[config.mk]
export PLATFORM = sky130hd
export DESIGN_NAME = descrambler_block_sequencer
export DESIGN_NICKNAME = d
export VERILOG_FILES = /design/src/rtl/descrambler_pkg.sv /design/src/rtl/descrambler_block_sequencer_os_symbol_decode.sv /design/src/rtl/descrambler_block_sequencer.sv
export SDC_FILE = /design/constraint.sdc
export NUM_CORES = 1
export LEC_CHECK = 0
export ABC_AREA = 1
export ABC_CLOCK_PERIOD_IN_PS = 3000
export CAP_MARGIN = 10
export CORE_UTILIZATION = 45
export DETAILED_ROUTE_END_ITERATION = 10
export PLACE_DENSITY = 0.87
export SLEW_MARGIN = 25
export SYNTH_ARGS = -nofsm -noshare
export SYNTH_HDL_FRONTEND = slang
export SYNTH_SLANG_ARGS = --single-unit
[constraint.sdc]
create_clock -name clk -period 3 [get_ports clk]
set_input_delay 0.3 -clock clk [delete_from_list [all_inputs] [get_ports clk]]
set_output_delay 0.3 -clock clk [all_outputs]
set_load 0.03 [all_outputs]
[src/rtl/descrambler_pkg.sv]
// Types and symbol constants shared by the receive descrambler sequencer and the scrambler.
package descrambler_pkg;

    typedef enum logic [2:0] {
        ST_OFF      = 3'd0,
        ST_HDR      = 3'd1,
        ST_DATA_BLK = 3'd2,
        ST_OS_BLK   = 3'd3,
        ST_SKIP_BLK = 3'd4
    } blk_state_t;

    typedef enum logic [2:0] {
        OS_OTHER = 3'd0,
        OS_SKP   = 3'd1,
        OS_EIEOS = 3'd2,
        OS_EIOS  = 3'd3,
        OS_SDS   = 3'd4
    } os_type_t;

    localparam logic [7:0] DEF_EIEOS_SYM = 8'h00;
    localparam logic [7:0] DEF_SKP_SYM   = 8'hAA;
    localparam logic [7:0] DEF_EIOS_SYM  = 8'h66;
    localparam logic [7:0] DEF_SDS_SYM   = 8'hE1;
    localparam logic [7:0] DEF_COM_K     = 8'hBC;
    localparam logic [7:0] DEF_SKP_K     = 8'h1C;

    localparam logic [1:0] HDR_DATA = 2'b01;
    localparam logic [1:0] HDR_OS   = 2'b10;

    function automatic logic [3:0] lane_mask(input logic [5:0] width);
        case (width)
            6'd8:    lane_mask = 4'b0001;
            6'd16:   lane_mask = 4'b0011;
            6'd32:   lane_mask = 4'b1111;
            default: lane_mask = 4'b0000;
        endcase
    endfunction

    function automatic logic [4:0] lane_count(input logic [5:0] width);
        case (width)
            6'd8:    lane_count = 5'd1;
            6'd16:   lane_count = 5'd2;
            6'd32:   lane_count = 5'd4;
            default: lane_count = 5'd0;
        endcase
    endfunction

    // Illegal widths select the widest LFSR
    function automatic logic [1:0] lfsr_sel_of(input logic [5:0] width);
        case (width)
            6'd8:    lfsr_sel_of = 2'd0;
            6'd16:   lfsr_sel_of = 2'd1;
            default: lfsr_sel_of = 2'd2;
        endcase
    endfunction

endpackage

[src/rtl/descrambler_block_sequencer_os_symbol_decode.sv]
// Classifies the lane-0 byte of an ordered-set block (Gen3+ only).
module os_symbol_decode
    import descrambler_pkg::*;
#(
    parameter logic [7:0] EIEOS_SYM = DEF_EIEOS_SYM,
    parameter logic [7:0] SKP_SYM   = DEF_SKP_SYM,
    parameter logic [7:0] EIOS_SYM  = DEF_EIOS_SYM,
    parameter logic [7:0] SDS_SYM   = DEF_SDS_SYM
)(
    input  logic [7:0] sym,
    input  logic [2:0] gen,
    output logic [2:0] os_type
);

    // Symbol-0 lookup; anything unrecognised descrambles like a TS
    always_comb begin
        os_type = OS_OTHER;
        if (gen < 3'd3) begin
            os_type = OS_OTHER;
        end else begin
            case (sym)
                EIEOS_SYM: os_type = OS_EIEOS;
                SKP_SYM:   os_type = OS_SKP;
                EIOS_SYM:  os_type = OS_EIOS;
                SDS_SYM:   os_type = OS_SDS;
                default:   os_type = OS_OTHER;
            endcase
        end
    end

endmodule

[src/rtl/descrambler_block_sequencer.sv]
// Block-tracking control FSM for the receive descrambler; outputs are Mealy on the
// current PIPE beat so the descrambler sees them with zero latency.
module descrambler_block_sequencer
    import descrambler_pkg::*;
#(
    parameter int         BLOCK_SYMS = 16,
    parameter logic [7:0] EIEOS_SYM  = DEF_EIEOS_SYM,
    parameter logic [7:0] SKP_SYM    = DEF_SKP_SYM,
    parameter logic [7:0] EIOS_SYM   = DEF_EIOS_SYM,
    parameter logic [7:0] SDS_SYM    = DEF_SDS_SYM,
    parameter logic [7:0] COM_K      = DEF_COM_K,
    parameter logic [7:0] SKP_K      = DEF_SKP_K
)(
    input  logic        clk,
    input  logic        reset,
    input  logic        turnOff,
    input  logic [2:0]  GEN,
    input  logic [5:0]  PIPEWIDTH,
    input  logic        PIPEDataValid,
    input  logic [1:0]  PIPESyncHeader,
    input  logic [31:0] PIPEData,
    input  logic [3:0]  PIPEDataK,
    output logic        patternReset,
    output logic [3:0]  advance,
    output logic [3:0]  descramblingEnable,
    output logic [1:0]  lfsrSel,
    output logic        blockStart,
    output logic [3:0]  symIndex,
    output logic        blockError
);

    blk_state_t state_r, state_nxt_s, blk_kind_s;
    os_type_t   os_type_r, os_type_nxt_s, os_cur_s;
    logic [2:0] os_dec_s;
    logic [3:0] sym_cnt_r, sym_cnt_nxt_s, lane_mask_s;
    logic [4:0] sym_sum_s;
    logic       gen3_s, beat_s, blk_end_s, hdr_bad_s, active_s;

    assign lane_mask_s = lane_mask(PIPEWIDTH);
    assign gen3_s      = (GEN >= 3'd3);
    assign beat_s      = PIPEDataValid && (lane_mask_s != 4'd0);
    assign sym_sum_s   = {1'b0, sym_cnt_r} + lane_count(PIPEWIDTH);
    assign blk_end_s   = (sym_sum_s >= 5'(BLOCK_SYMS));
    assign active_s    = !reset && !turnOff && (state_r != ST_OFF);
    assign lfsrSel     = lfsr_sel_of(PIPEWIDTH);

    os_symbol_decode #(
        .EIEOS_SYM (EIEOS_SYM),
        .SKP_SYM   (SKP_SYM),
        .EIOS_SYM  (EIOS_SYM),
        .SDS_SYM   (SDS_SYM)
    ) u_os_decode (
        .sym     (PIPEData[7:0]),
        .gen     (GEN),
        .os_type (os_dec_s)
    );

    // Block kind of the current beat: from the sync header at symbol 0, else the latched state
    always_comb begin
        hdr_bad_s  = 1'b0;
        blk_kind_s = state_r;
        os_cur_s   = os_type_r;
        if (state_r == ST_HDR) begin
            os_cur_s = os_type_t'(os_dec_s);
            case (PIPESyncHeader)
                HDR_DATA: blk_kind_s = ST_DATA_BLK;
                HDR_OS:   blk_kind_s = ST_OS_BLK;
                default: begin
                    blk_kind_s = ST_SKIP_BLK;
                    hdr_bad_s  = 1'b1;
                end
            endcase
        end else begin
            blk_kind_s = state_r;
        end
    end

    // State, symbol counter and OS type registers
    always_ff @(posedge clk) begin
        if (reset) begin
            state_r   <= ST_HDR;
            sym_cnt_r <= 4'd0;
            os_type_r <= OS_OTHER;
        end else begin
            state_r   <= state_nxt_s;
            sym_cnt_r <= sym_cnt_nxt_s;
            os_type_r <= os_type_nxt_s;
        end
    end

    // Next-state logic; a block ending on this beat always returns to HDR
    always_comb begin
        state_nxt_s   = state_r;
        sym_cnt_nxt_s = sym_cnt_r;
        os_type_nxt_s = os_type_r;
        if (turnOff) begin
            state_nxt_s = ST_OFF;
        end else if (state_r == ST_OFF) begin
            state_nxt_s   = ST_HDR;
            sym_cnt_nxt_s = 4'd0;
        end else if (!beat_s) begin
            state_nxt_s = state_r;
        end else if (!gen3_s) begin
            state_nxt_s   = ST_DATA_BLK;
            sym_cnt_nxt_s = 4'd0;
        end else begin
            os_type_nxt_s = os_cur_s;
            if (blk_end_s) begin
                state_nxt_s   = ST_HDR;
                sym_cnt_nxt_s = 4'd0;
            end else begin
                state_nxt_s   = blk_kind_s;
                sym_cnt_nxt_s = sym_sum_s[3:0];
            end
        end
    end

    // Per-lane enables, LFSR control and block status for the current beat
    always_comb begin
        patternReset       = 1'b0;
        advance            = 4'd0;
        descramblingEnable = 4'd0;
        blockStart         = 1'b0;
        symIndex           = 4'd0;
        blockError         = 1'b0;
        if (!active_s) begin
            symIndex = 4'd0;
        end else if (!gen3_s) begin
            for (int i = 0; i < 4; i++) begin
                if (beat_s && lane_mask_s[i]) begin
                    if (!PIPEDataK[i]) begin
                        descramblingEnable[i] = 1'b1;
                        advance[i]            = 1'b1;
                    end else begin
                        advance[i] = (PIPEData[8*i +: 8] != SKP_K);
                        if (PIPEData[8*i +: 8] == COM_K) begin
                            if (i == 0) begin
                                patternReset = 1'b1;
                            end else begin
                                blockError = 1'b1;
                            end
                        end else begin
                            blockError = blockError;
                        end
                    end
                end else begin
                    advance[i] = 1'b0;
                end
            end
        end else begin
            symIndex = sym_cnt_r;
            if (beat_s) begin
                blockStart = (state_r == ST_HDR);
                blockError = (state_r == ST_HDR) && hdr_bad_s;
                case (blk_kind_s)
                    ST_DATA_BLK: begin
                        advance            = lane_mask_s;
                        descramblingEnable = lane_mask_s;
                    end
                    ST_OS_BLK: begin
                        case (os_cur_s)
                            OS_SKP: advance = 4'd0;
                            OS_EIEOS: begin
                                advance      = lane_mask_s;
                                patternReset = blk_end_s;
                            end
                            OS_EIOS, OS_SDS: advance = lane_mask_s;
                            default: begin
                                // Symbol 0 of a TS carries the OS identifier in the clear
                                advance            = lane_mask_s;
                                descramblingEnable = lane_mask_s & ~{3'b000, (sym_cnt_r == 4'd0)};
                            end
                        endcase
                    end
                    default: advance = 4'd0;
                endcase
            end else begin
                blockStart = 1'b0;
            end
        end
    end

endmodule
==> run metrics, run 1 <==
Finished Layout Cells 379; Crit-path slowest cell clkdlybuf4s50_1; CTS sink count 10; Core Region 0.00305 mm2; Final #Nets 392; Hold WC Path Type flip-flop to flip-flop; Yosys cell types 36; cell taking the most area after synthesis nand2_1; gr ovfl total 0; CP endpoint kind output port; register area share after synthesis 0.138; LEAKAGE 1.27 nW; Placer Congestion approximately 0.9; vias in the first global route between 1500 and 2000; Die Wd 58.7 um; Avg WL per Cell 10.7 um; global-route wire length before repair 6450 um; setup ws final 0.215 ns; Fin Setup TNS 0 ns; clock root buffer clkbuf_4; clock power share 0.257; Mapped Nets 314; Synth top area share 0.176; worst skew pair latency 0.25 ns; diode count 0; CP max FO 6; Final Skew 0.00143 ns; crit-path cells clkdlybuf4s50_1 > nor3_1 > inv_1 > buf_4 > buf_4 > nor3_1 > clkdlybuf4s50_1; Reg-to-Reg End sym_cnt_r[2]$_SDFFE_PP0P_; ANT nets after route 0; max cap viols 0; DIE AREA 0.00345 mm2; Synth async-reset ratio 0; crit path from turnOff; Fin. Hold Viols 0; DR iter-0 viols 87; Post-Syn Area 0.00145 mm2; hold path depth 2; # IOs 68; DR vias/cell 4.72; CP Class input pin to output port; worst hold slack 0.469 ns; final WL 4050 um; Design Area, Final 0.00228 mm2; layout cells sized above 1 0.101; Worst Hold End sym_cnt_r[3]$_SDFFE_PP0P_; area growth from synthesis to layout 57.6%; GRT Total Usage 0.239; post-layout util 0.748; required time worst endpoint 2.70 ns; Hold Buf Count CTS 0; routed vias 1788; Placed Instance Area 0.00222 mm2; Least-Margin Pin Slew 0.369 ns; row count 20; Reg2Reg Depth 8; overall power 0.438 mW; PwrDens a little under 200 mW/mm2; min-delay src sym_cnt_r[3]$_SDFFE_PP0P_; TritonRoute pass-1 iters 4; pre-CTS setup slack slightly below 0.08 ns; synthesized area per cell about 5.6 um2; top post-synthesis cells by count 68 x nand2_1, 39 x inv_1, 36 x nor2_1, 17 x a21oi_1, 15 x nand3_1; Period minus WS final 2.79 ns; cts bufs inserted 3; CTS tree built; drc violations 0; worst vdd ir 0.269 mV; max-slew violation count 0; DP Wirelength 3450 um; Post-synth EDFFs 0; Net Sw Frac 0.301; ys flop type dfxtp_1; CP Launch Type input pin; outcome complete, no violations; Initial Util 0.474; PortBufs 67; synth warn 0; sequential fraction of design power 0.323; H-tree depth 1; Synth area leaders nand2_1 18%, dfxtp_1 14%, inv_1 10%, nor2_1 9.3%, a21oi_1 5.9%; Fmax 359 MHz; Max stage delay on crit path 0.70 ns; FF-to-FF Start sym_cnt_r[0]$_SDFFE_PP0P_; Clock Pin Slew Worst Setup and Hold Paths 0.06 ns; die height 58.7 um; most numerous cell in the Yosys netlist nand2_1; Mapped Cells 258; final setup fails 0; Comb power frac 0.420; relative slew slack 0.752; internal power ~0.31 mW; RSZ-0062 raised after global routing false; initial antenna violation count 0; Crit path arrival time 2.49 ns; r2r setup slk 1.13 ns; final cycle utilization of the critical path 0.928; pin count of the biggest net entering global routing 9; switching power 0.132 mW; CTS Buffer Depth 2; synthesis-stage register bit count 10; Cell Count Post-Placement 375
## cell usage in the layout (no fill, tap or decap), types with 2 or more instances in the layout
cell type | netlist | final
clkbuf_4 | 0 | 3
nand2_1 | 68 | 68
nand3_1 | 15 | 15
o21ai_1 | 5 | 5
ha_1 | 4 | 4
o21a_1 | 2 | 2
nand2_4 | 3 | 3
dlymetal6s2s_1 | 0 | 11
nor2_2 | 3 | 3
nand4_1 | 8 | 8
a21oi_1 | 17 | 17
inv_2 | 4 | 4
clkdlybuf4s50_1 | 0 | 55
dfxtp_1 | 10 | 10
inv_1 | 39 | 39
inv_4 | 2 | 2
nor3_1 | 14 | 14
nand3_4 | 2 | 2
nor2_1 | 36 | 36
buf_4 | 0 | 8
o21ai_0 | 7 | 7
## power groups by stage
stage               Sequential (mW)  Clock [mW]  Combinational [mW]
floorplan                     0.143           0              0.0848
global placement              0.144           0               0.182
detailed placement            0.144           0               0.183
CTS                           0.141       0.119               0.184
global route                  0.142       0.125               0.203
finish                        0.141       0.113               0.184
## worst max-delay path by stage
stage | endpoint
finish | symIndex[3]
global route | symIndex[3]
CTS | advance[0]
detailed placement | advance[0]
global placement | advance[0]
floorplan | patternReset
## sequential cells by signal, indices dropped and copies added (netlist names)
register   cells
sym_cnt_r      4
os_type_r      3
state_r        3
## critical path: cells and delay by family
| kind | cells | cell delay, ns |
|---|---|---|
| buf+inv | 5 | 1.70 |
| simple gates | 2 | 0.47 |
## timing repair
action	4_1_cts	5_1_grt
buffers inserted	0	0
endpoints found under the setup margin	0	11
gates resized for setup	0	11
## cell families after synthesis
kind of cell,Yosys count,share of synthesized area
compound gates,38,0.155
buf+inv,46,0.124
flops,10,0.138
fa+ha+maj,5,0.0484
xor+xnor,1,0.00605
simple gates,158,0.529
## routing by layer
metal,wire [um],up-vias,GRT usage,share of wire
li1,-,992,-,-
met1,1920,745,0.313,0.48
met2,1870,49,0.411,0.46
met3,241,2,0.0264,0.060
met4,13,0,0.0714,0.0032
met5,0,-,0,0
## cell type report
class | count | area (um2)
clock buffers | 4 | 36.3
fillers | 278 | 771
flip-flops and latches | 10 | 200
multi-input cells | 202 | 1070
inverters | 45 | 174
repair buffers | 74 | 748
well taps | 44 | 55.1
Power figures use the tool's default switching activity.
==> run 2: changes to the inputs <==
--- a/config.mk
+++ b/config.mk
@@ -8,6 +8,7 @@
 export ABC_AREA = 1
 export ABC_CLOCK_PERIOD_IN_PS = 3000
 export CAP_MARGIN = 10
+export CORE_MARGIN = 1
 export CORE_UTILIZATION = 45
 export DETAILED_ROUTE_END_ITERATION = 10
 export PLACE_DENSITY = 0.87
==> results of run 2 <==
No change in the layout: final DEF, timing and power equal those of run 1.
==> run 3: changes to the inputs <==
--- a/config.mk
+++ b/config.mk
@@ -11,7 +11,7 @@
 export CORE_MARGIN = 1
 export CORE_UTILIZATION = 45
 export DETAILED_ROUTE_END_ITERATION = 10
-export PLACE_DENSITY = 0.87
+export PLACE_DENSITY = 0.84
 export SLEW_MARGIN = 25
 export SYNTH_ARGS = -nofsm -noshare
 export SYNTH_HDL_FRONTEND = slang
==> run metrics, run 3 (synthesis results as in run 1) <==
outcome complete, no violations; LEAKAGE 1.21 nW; crit-path cells clkdlybuf4s50_1 > nor2_1 > nand2_4 > nand2_4 > inv_4 > nor2_1 > inv_1 > nor3_1 > a21oi_1 > o21ai_0 > clkdlybuf4s50_1; Final #Nets 391; PwrDens 193 mW/mm2; CTS sink count 10; final setup fails 0; most frequent cells in the layout 68 x nand2_1, 58 x clkdlybuf4s50_1, 39 x inv_1; max-slew violation count 0; layout cells sized above 1 0.0988; CP Launch Type input pin; pin count of the biggest net entering global routing 12; RSZ-0062 raised after global routing false; CP max FO 4; largest delay contributor family on the critical path buffers and inverters; Clock Pin Slew Worst Setup and Hold Paths around 0.060 ns; global-route wire length before repair 6600 um; overall power 0.437 mW; area growth from synthesis to layout 56.6%; CTS Buffer Depth 2; worst hold slack 0.462 ns; Reg with most FFs sym_cnt_r; DIE AREA 0.00345 mm2; diode count 0; leading cell type in the layout, fill and taps excluded nand2_1; met3 wire len around 240 um; Largest regs sym_cnt_r: 4 flops, os_type_r: 3 flops, state_r: 3 flops; Fin Setup TNS 0 ns; CP endpoint kind output port; DR iter-0 viols 95; Die Wd 58.7 um; final cycle utilization of the critical path 0.954; clock root buffer clkbuf_4; Max stage delay on crit path ~0.7 ns; die height 58.7 um; worst skew pair latency 0.25 ns; TritonRoute pass-1 iters 5; Crit-path slowest cell clkdlybuf4s50_1; Hold WC Path Type flip-flop to flip-flop; H-tree depth 1; DR vias/cell ~4.8; Final Skew ~0.0007 ns; row count 20; worst vdd ir approximately 0.25 mV; gr ovfl total 0; DRT met1 WL about 2000 um; initial antenna violation count 0; DR top layer met4; cts bufs inserted 3; CP Class input pin to output port; ANT nets after route 0; Period minus WS final 2.86 ns; DP Wirelength 3550 um; Least-Margin Pin Slew 0.366 ns; number of flip-flops in the largest register 4; Initial Util 0.474; PortBufs 67; Fmax around 350 MHz; max cap viols 0; CTS tree built; relative slew slack 0.754; buffers and inverters on the worst path 4; Fin. Hold Viols 0; Core Region between 0.003 and 0.004 mm2; routed vias 1814; drc violations 0; GRT Total Usage 0.244; Placer Congestion 0.877; # IOs 68; Avg WL per Cell 10.9 um; vias in the first global route 1549; Crit path arrival time 2.56 ns; routed wl met2 1860 um; final WL 4120 um; required time worst endpoint 2.70 ns
[run 3: worst paths after layout]
check,endpoint,slack [ns],depth (start not counted),start
worst min-delay path,os_type_r[1]$_SDFFE_PP0P_,0.46,2,os_type_r[1]$_SDFFE_PP0P_
worst max register to register,sym_cnt_r[2]$_SDFFE_PP0P_,1.11,8,sym_cnt_r[0]$_SDFFE_PP0P_
worst max-delay path,blockError,0.14,11,PIPEWIDTH[4]
worst min register to register,os_type_r[1]$_SDFFE_PP0P_,0.46,2,os_type_r[1]$_SDFFE_PP0P_
[run 3: repair_timing]
| item | CTS | global route |
|---|---|---|
| setup buffers | 0 | 0 |
| hold endpoints to repair | 0 | 0 |
| hold buffers | 0 | 0 |
| gates resized for setup | 0 | 8 |
| setup endpoints to repair | 0 | 8 |
[run 3: cell type report]
cell class                 count  area (um2)
clock buffer                   4        36.3
tap                           44        55.1
timing repair buffer          73         733
sequential                    10         200
multi-input combinational    202        1070
fill                         291         786
inverter                      45         174
[run 3: worst reg2reg max path, cell delays in order (launching register included)]
cell and delay, ns:
dfxtp_1 0.31, ha_1 0.22, fa_1 0.37, nand2_1 0.10, a21oi_1 0.09, buf_4 0.16, nor3_1 0.30, nand3_1 0.12
a21oi_1 0.16
[run 3: metal layers]
metal,vias to the layer above,GRT usage
li1,992,-
met1,764,0.336
met2,54,0.398
met3,4,0.0242
met4,0,0.0816
met5,-,0
[run 3: through the flow]
step / utilization / cells / instance area, um2 / worst slack, ns
floorplan: - / 258 / 1450 / 0.702
global placement: 0.724 / 374 / 2210 / 0.0321
detailed placement: 0.724 / 374 / 2210 / 0.00976
CTS: 0.736 / 378 / 2250 / 0.00412
global route: 0.743 / 378 / 2270 / 0.0108
finish: 0.743 / 378 / 2270 / 0.139
[run 3: power by group]
part | internal [mW] | switching [mW]
clock | 0.0733 | 0.0388
combinational | 0.0946 | 0.0886
sequential | 0.137 | 0.00426
total | 0.305 | 0.132
